==> src/rtl/coralnpu_axi_master_engine.sv <==
// Single-outstanding AXI4 burst master: runs one INCR read or write burst per
// command. Write data is streamed from wd_*, read data is forwarded to rd_*,
// and a one-cycle done pulse reports the ID and the burst response.
module coralnpu_axi_master_engine #(
  parameter int AWIDTH  = 32,
  parameter int DWIDTH  = 128,
  parameter int IDWIDTH = 6
) (
  input  logic                clk,
  input  logic                resetn,
  // command
  input  logic                cmd_valid,
  output logic                cmd_ready,
  input  logic                cmd_write,
  input  logic [AWIDTH-1:0]   cmd_addr,
  input  logic [7:0]          cmd_len,
  input  logic [IDWIDTH-1:0]  cmd_id,
  // write-data stream
  input  logic                wd_valid,
  output logic                wd_ready,
  input  logic [DWIDTH-1:0]   wd_data,
  input  logic [DWIDTH/8-1:0] wd_strb,
  // read-data stream
  output logic                rd_valid,
  input  logic                rd_ready,
  output logic [DWIDTH-1:0]   rd_data,
  output logic [1:0]          rd_resp,
  output logic                rd_last,
  // completion
  output logic                done_valid,
  output logic [IDWIDTH-1:0]  done_id,
  output logic [1:0]          done_resp,
  output logic                proto_err,
  // AXI AW
  output logic                awvalid,
  input  logic                awready,
  output logic [AWIDTH-1:0]   awaddr,
  output logic [IDWIDTH-1:0]  awid,
  output logic [7:0]          awlen,
  output logic [2:0]          awsize,
  output logic [1:0]          awburst,
  output logic                awlock,
  output logic [3:0]          awcache,
  output logic [2:0]          awprot,
  output logic [3:0]          awqos,
  output logic [3:0]          awregion,
  // AXI W
  output logic                wvalid,
  input  logic                wready,
  output logic [DWIDTH-1:0]   wdata,
  output logic [DWIDTH/8-1:0] wstrb,
  output logic                wlast,
  output logic [IDWIDTH-1:0]  wid,
  // AXI B
  input  logic                bvalid,
  output logic                bready,
  input  logic [IDWIDTH-1:0]  bid,
  input  logic [1:0]          bresp,
  // AXI AR
  output logic                arvalid,
  input  logic                arready,
  output logic [AWIDTH-1:0]   araddr,
  output logic [IDWIDTH-1:0]  arid,
  output logic [7:0]          arlen,
  output logic [2:0]          arsize,
  output logic [1:0]          arburst,
  output logic                arlock,
  output logic [3:0]          arcache,
  output logic [2:0]          arprot,
  output logic [3:0]          arqos,
  output logic [3:0]          arregion,
  // AXI R
  input  logic                rvalid,
  output logic                rready,
  input  logic [IDWIDTH-1:0]  rid,
  input  logic [DWIDTH-1:0]   rdata,
  input  logic [1:0]          rresp,
  input  logic                rlast
);

  localparam logic [2:0] SIZE = 3'($clog2(DWIDTH/8));

  typedef enum logic [2:0] {IDLE, AW, W, B, AR, R, DONE} state_e;

  state_e               state_q, state_d;
  logic [AWIDTH-1:0]    addr_q, addr_d;
  logic [7:0]           len_q, len_d, beat_q, beat_d;
  logic [IDWIDTH-1:0]   id_q, id_d;
  logic [1:0]           resp_q, resp_d;
  logic                 perr_q, perr_d;
  logic                 awvalid_q, awvalid_d, arvalid_q, arvalid_d;
  logic                 bready_q, bready_d, done_q, done_d;
  logic                 w_hs, r_hs, last_beat, bad;

  assign last_beat = (beat_q == len_q);
  assign w_hs      = (state_q == W) && wd_valid && wready;
  assign r_hs      = (state_q == R) && rvalid && rd_ready;

  // Anything the slave says that does not belong to the current burst.
  assign bad = (bvalid && ((state_q != B) || (bid != id_q))) ||
               (rvalid && ((state_q != R) || (rid != id_q))) ||
               (r_hs && (rlast != last_beat));

  // Next-state and registered-output computation.
  always_comb begin
    state_d     = state_q;
    addr_d      = addr_q;
    len_d       = len_q;
    id_d        = id_q;
    beat_d      = beat_q;
    resp_d      = resp_q;
    perr_d      = perr_q | bad;
    awvalid_d   = 1'b0;
    arvalid_d   = 1'b0;
    bready_d    = 1'b0;
    done_d      = 1'b0;
    case (state_q)
      IDLE: if (cmd_valid) begin
        addr_d = cmd_addr;
        len_d  = cmd_len;
        id_d   = cmd_id;
        beat_d = 8'd0;
        resp_d = 2'b00;
        if (cmd_write) begin
          state_d   = AW;
          awvalid_d = 1'b1;
        end else begin
          state_d   = AR;
          arvalid_d = 1'b1;
        end
      end
      AW: if (awready) state_d = W;
          else awvalid_d = 1'b1;
      W: if (w_hs) begin
        beat_d = beat_q + 8'd1;
        if (last_beat) begin
          state_d  = B;
          bready_d = 1'b1;
        end
      end
      B: if (bvalid) begin
        resp_d  = bresp;
        state_d = DONE;
        done_d  = 1'b1;
      end else bready_d = 1'b1;
      AR: if (arready) state_d = R;
          else arvalid_d = 1'b1;
      R: if (r_hs) begin
        beat_d = beat_q + 8'd1;
        // First error response wins; OKAY/EXOKAY never override.
        if (!resp_q[1] && rresp[1]) resp_d = rresp;
        if (last_beat) begin
          state_d = DONE;
          done_d  = 1'b1;
        end
      end
      DONE:    state_d = IDLE;
      default: state_d = IDLE;
    endcase
  end

  // FSM state, burst context and registered handshake outputs.
  always_ff @(posedge clk or negedge resetn) begin
    if (!resetn) begin
      state_q   <= IDLE;
      addr_q    <= '0;
      len_q     <= '0;
      id_q      <= '0;
      beat_q    <= '0;
      resp_q    <= '0;
      perr_q    <= 1'b0;
      awvalid_q <= 1'b0;
      arvalid_q <= 1'b0;
      bready_q  <= 1'b0;
      done_q    <= 1'b0;
    end else begin
      state_q   <= state_d;
      addr_q    <= addr_d;
      len_q     <= len_d;
      id_q      <= id_d;
      beat_q    <= beat_d;
      resp_q    <= resp_d;
      perr_q    <= perr_d;
      awvalid_q <= awvalid_d;
      arvalid_q <= arvalid_d;
      bready_q  <= bready_d;
      done_q    <= done_d;
    end
  end

  assign cmd_ready  = (state_q == IDLE) && resetn;
  assign done_valid = done_q;
  assign done_id    = id_q;
  assign done_resp  = resp_q;
  assign proto_err  = perr_q;

  assign awvalid  = awvalid_q;
  assign awaddr   = addr_q;
  assign awid     = id_q;
  assign awlen    = len_q;
  assign awsize   = SIZE;
  assign awburst  = 2'b01;
  assign awlock   = 1'b0;
  assign awcache  = 4'd0;
  assign awprot   = 3'd0;
  assign awqos    = 4'd0;
  assign awregion = 4'd0;

  assign wvalid   = (state_q == W) && wd_valid;
  assign wd_ready = (state_q == W) && wready;
  assign wdata    = wd_data;
  assign wstrb    = wd_strb;
  assign wlast    = (state_q == W) && last_beat;
  assign wid      = id_q;

  assign bready   = bready_q;

  assign arvalid  = arvalid_q;
  assign araddr   = addr_q;
  assign arid     = id_q;
  assign arlen    = len_q;
  assign arsize   = SIZE;
  assign arburst  = 2'b01;
  assign arlock   = 1'b0;
  assign arcache  = 4'd0;
  assign arprot   = 3'd0;
  assign arqos    = 4'd0;
  assign arregion = 4'd0;

  assign rready   = (state_q == R) && rd_ready;
  assign rd_valid = (state_q == R) && rvalid;
  assign rd_data  = rdata;
  assign rd_resp  = rresp;
  assign rd_last  = rlast;

endmodule

==> config.mk <==
export PLATFORM = sky130hd
export DESIGN_NAME = coralnpu_axi_master_engine
export DESIGN_NICKNAME = d
export VERILOG_FILES = /design/src/rtl/coralnpu_axi_master_engine.sv
export SDC_FILE = /design/constraint.sdc
export NUM_CORES = 1
export LEC_CHECK = 0
export BUFFER_PORTS_ARGS = -buffer_cell sky130_fd_sc_hd__buf_2
export CAP_MARGIN = 20
export CORE_AREA = 5 5 303 305
export CTS_CLUSTER_SIZE = 8
export DETAILED_ROUTE_END_ITERATION = 8
export DIE_AREA = 0 0 308 310
export GPL_TIMING_DRIVEN = 0
export PLACE_DENSITY_LB_ADDON = 0.25
export SYNTH_ARGS = -nofsm -noshare
export SYNTH_HDL_FRONTEND = slang
export SYNTH_SLANG_ARGS = --single-unit
==> constraint.sdc <==
create_clock -name clk -period 1.85 [get_ports clk]
set_clock_uncertainty 0.15 [all_clocks]
set_input_delay 0 -clock clk [delete_from_list [all_inputs] [get_ports clk]]
set_output_delay 0 -clock clk [all_outputs]
set_load 0.05 [all_outputs]
==> results.yml <==
setup_path:
  regToRegEndpoint: "state_q[2]"
  critical_path.top_delay_family: "compound AO/OA/AOI/OAI gates"
  critPathBufInv: 2
  worst_path_max_fanout: 8
  rr_worst_depth: 7
  rr_startpoint: "state_q[0]"
  critical_path_type: "flop to flop"
  worst-path-stages: 7
  worstSetupStartpointType: "flop"
  critical-path-max-stage-delay_ns: 0.37
  worst-endpoint-arrival_ns: 2.08
  crit_path_top_delay_cell: "dfrtp_1"
  crit_required_ns: 2.00
  timing.critical_path.to: "state_q[2]"
  critical_path.endpoint_type: "flop"
  series_of_cell_instances_along_the_critical_path: "buf_6, and3b_2, buf_12, a211oi_4, o211ai_1, o31a_1, o21ai_2"
  worstSetupStartpoint: "state_q[0]"
  rrSetupSlack_ns: -0.08
sta:
  maxClockFrequency_mhz: 518
  finalSetupViolations: 3
  fin_crit_ns: 1.93
  hold_viol_final: 0
  final_critical_path_setup_slack_ns: -0.0814
  slew_headroom_pct: 65.6
  timing_worst_slew_pin_value_ns: 0.515
  maxSlewViolCount: 0
  fin_crit_sh_pct: 104
  rsz0062_at_grt: "yes"
status:
  failing_checks: "setup timing"
  outcome: "finished, violations left"
pwr:
  post-layout-total-power_w: 0.0174
  leakage_nw: 5.95
  power_switching_share_pct: 56.6
  power-per-cell-area_nw_per_um2: 1480
  p_seq_share_pct: 15.4
  power_frac_comb_pct: 72.9
  netSwitchingPower_w: 0.00983
  max-vdd-ir-drop_mv: 1.16
  cell_internal_power_w: 0.00753
  clock_power_share_pct: 11.7
clock_network:
  clockBufferDepth: 2
  clkSinkCount: 64
  worst_skew_pair.late_latency_ns: 0.37
  numCtsBuffers: 9
  htree_num_levels: 3
  tritoncts: "yes"
  clk_pin_slew_ns: 0.07
  buffer_type_at_the_clock_tree_root: "clkbuf_16"
grt:
  grt_start_max_net_pins: 36
  global_route.usage.total_pct: 6.24
  first_global_vias: 5994
  grt_overflow_total: 0
  first_pass_grt_wire_length_um: 42500
  antenna_found_initial: 7
cells_and_area:
  syn_to_final_growth_pct: 101
  final_common_cell: "buf_2"
  layout.cells.most_common_list: "461 x buf_2, 421 x buf_4, 63 x dlygate4sd3_1"
  area_of_the_multi_input_gates_um2: 1660
  fillerInstances: 10229
  post_route_cells_drive_above_1_share_pct: 80.4
  design.final.nets: 1602
  ff_latch_area_um2: 1620
floorplan:
  chipHeight_um: 310
  dieArea_um2: 95500
  initial_utilization_pct: 6.55
  chip_width_um: 308
  num_rows: 110
  boundaryPins: 780
  area_inside_the_core_boundary_um2: 89000
synth:
  portion_of_synthesized_cell_area_occupied_by_the_leading_cell_type_pct: 48.4
  synthMuxAreaShare_pct: 9.25
  yosysTopAreaCell: "buf_4"
  seq_area_frac_synth_pct: 27.5
  most_instantiated_flip_flop_cell_in_the_synthesis_netlist: "dfrtp_1"
  synth_compound_area_share_pct: 3.80
  synth-xor-area-share_pct: 3.75
  synthesis.area_per_instance_um2: 9.45
  synthSimpleGateAreaFrac_pct: 5.64
  synth.yosys.warnings: 0
  yosysUniqueCellTypes: 50
  ys_top_cells_by_area: "buf_4 48%, dfrtp_1 27%, mux2_2 7.7%"
  gate_count_after_technology_mapping: 617
  synth-edff-count: 0
  yosys.area_share.adder_pct: 0.215
  post_synth_instance_area_um2: 5830
  synth_register_bits: 64
  combinational_family_with_the_most_area_after_synthesis: "buffers and inverters"
  ys_async_sr_fraction_pct: 100
routing:
  routed_wire_length_per_instance_um: 14.0
  drt-initial-drc-count: 142
  drcViolationCount: 0
  first_pass_iters: 4
  postRouteAntennaNets: 0
  route.final.wire_length_um: 34200
  vias: 6060
  via_per_inst: 2.48
placed_design:
  routabilityCongestion: 0.785
  place_hpwl_um: 28500
  preCtsSetupSlack_ns: -0.595
  place.port_buffers: 465
run:
  max_cap_viol: 0
hold_path:
  hold_path.class: "primary input to async pin"
## through the flow
| step | hold slack (ns) | cells | TNS [ns] | instance area (µm²) | utilization [%] |
|---|---|---|---|---|---|
| floorplan | -0.446 | 657 | 0 | 5990 | - |
| global placement | 0.0717 | 2298 | -28.63 | 9790 | 11.0 |
| detailed placement | -0.144 | 2299 | -19.98 | 9810 | 11.0 |
| CTS | 0.000580 | 2412 | -0.539 | 11400 | 12.8 |
| global route | 0.0160 | 2436 | -1.40 | 11700 | 13.1 |
| finish | 0.00633 | 2440 | -0.190 | 11700 | 13.1 |
## sequential cells by signal, indices dropped and copies added, names as in the netlist
name        flops
araddr         32
arlen           8
beat_q          8
arid            6
state_q         3
done_resp       2
arvalid         1
awvalid         1
bready          1
done_valid      1
proto_err       1
## metal layers
layer	up-vias	part of all wire (%)	GRT usage (%)
met3	27	8.9	1.93
met2	370	50	10.8
met1	2799	39	7.49
li1	2860	-	-
met4	4	2.0	1.72
met5	-	0.070	0
## logic make-up (layout without fill, tap and decap cells)
kind of cell	Yosys count	in the layout
xor gates and xnor gates	25	25
and+or+nand+nor	58	58
muxes	48	48
DFF	64	64
other	2	46
adders and majority gates	1	1
buffers and inverters	389	992
AOI/OAI and AO/OA	30	30
## power groups by stage
stage / Clock (W) / Sequential (W) / Combinational [W]
2_1_floorplan: 0 / 0.00454 / 0.00682
3_3_place_gp: 0 / 0.00285 / 0.0112
3_5_place_dp: 0 / 0.00285 / 0.0112
4_1_cts: 0.00219 / 0.00275 / 0.0123
5_1_grt: 0.00223 / 0.00281 / 0.0133
6_report: 0.00203 / 0.00268 / 0.0126
## repair_timing
item	in CTS	in global routing
hold endpoints to repair	120	1
cloned	2	1
endpoints found under the setup margin	64	62
pin swaps	18	12
resized for setup	59	28
setup buffers	25	24
hold buffers	70	1
## worst min-delay path by stage
stage | slack, ns | start | depth (start not counted) | end
2_1_floorplan | -0.45 | resetn | 0 | araddr[0]
3_3_place_gp | 0.07 | cmd_len[6] | 2 | arlen[6]
5_1_grt | 0.02 | resetn | 8 | awvalid
3_5_place_dp | -0.14 | resetn | 1 | araddr[16]
4_1_cts | 0.0006 | resetn | 8 | awvalid
6_report | 0.006 | resetn | 8 | awvalid
## cells in the mapped netlist (3+ instances only)
| cell type | instances |
|---|---|
| o21ai_0 | 4 |
| nand3_1 | 6 |
| mux2_1 | 7 |
| mux2_2 | 40 |
| nor3_1 | 3 |
| o31ai_1 | 3 |
| xnor2_1 | 13 |
| buf_6 | 3 |
| o21ai_1 | 3 |
| and3_1 | 6 |
| dfrtp_1 | 64 |
| nand4_1 | 4 |
| inv_1 | 3 |
| nand2_1 | 13 |
| buf_2 | 6 |
| buf_4 | 376 |
| nor2_2 | 3 |
| nor4_1 | 3 |
| a21oi_1 | 3 |
| nor2_1 | 8 |
| xor2_1 | 12 |
## tightest hold or removal path, stage by stage
cell and delay, ns:
buf_4 0.09, buf_12 0.09, buf_12 0.08, buf_12 0.09
buf_12 0.09, buf_12 0.11, buf_12 0.11, buf_12 0.23
## final cells by class
| class | count | area share, % |
|---|---|---|
| diodes | 4 | 0.0856 |
| inverters | 3 | 0.0963 |
| flip-flops and latches | 64 | 13.9 |
| multi-input cells | 204 | 14.2 |
| clock buffers | 9 | 1.93 |
| repair buffers | 588 | 31.0 |
| clock inverters | 7 | 0.856 |
| well taps | 1176 | 12.6 |
| plain buffers | 385 | 25.4 |
Power figures use the tool's default switching activity.
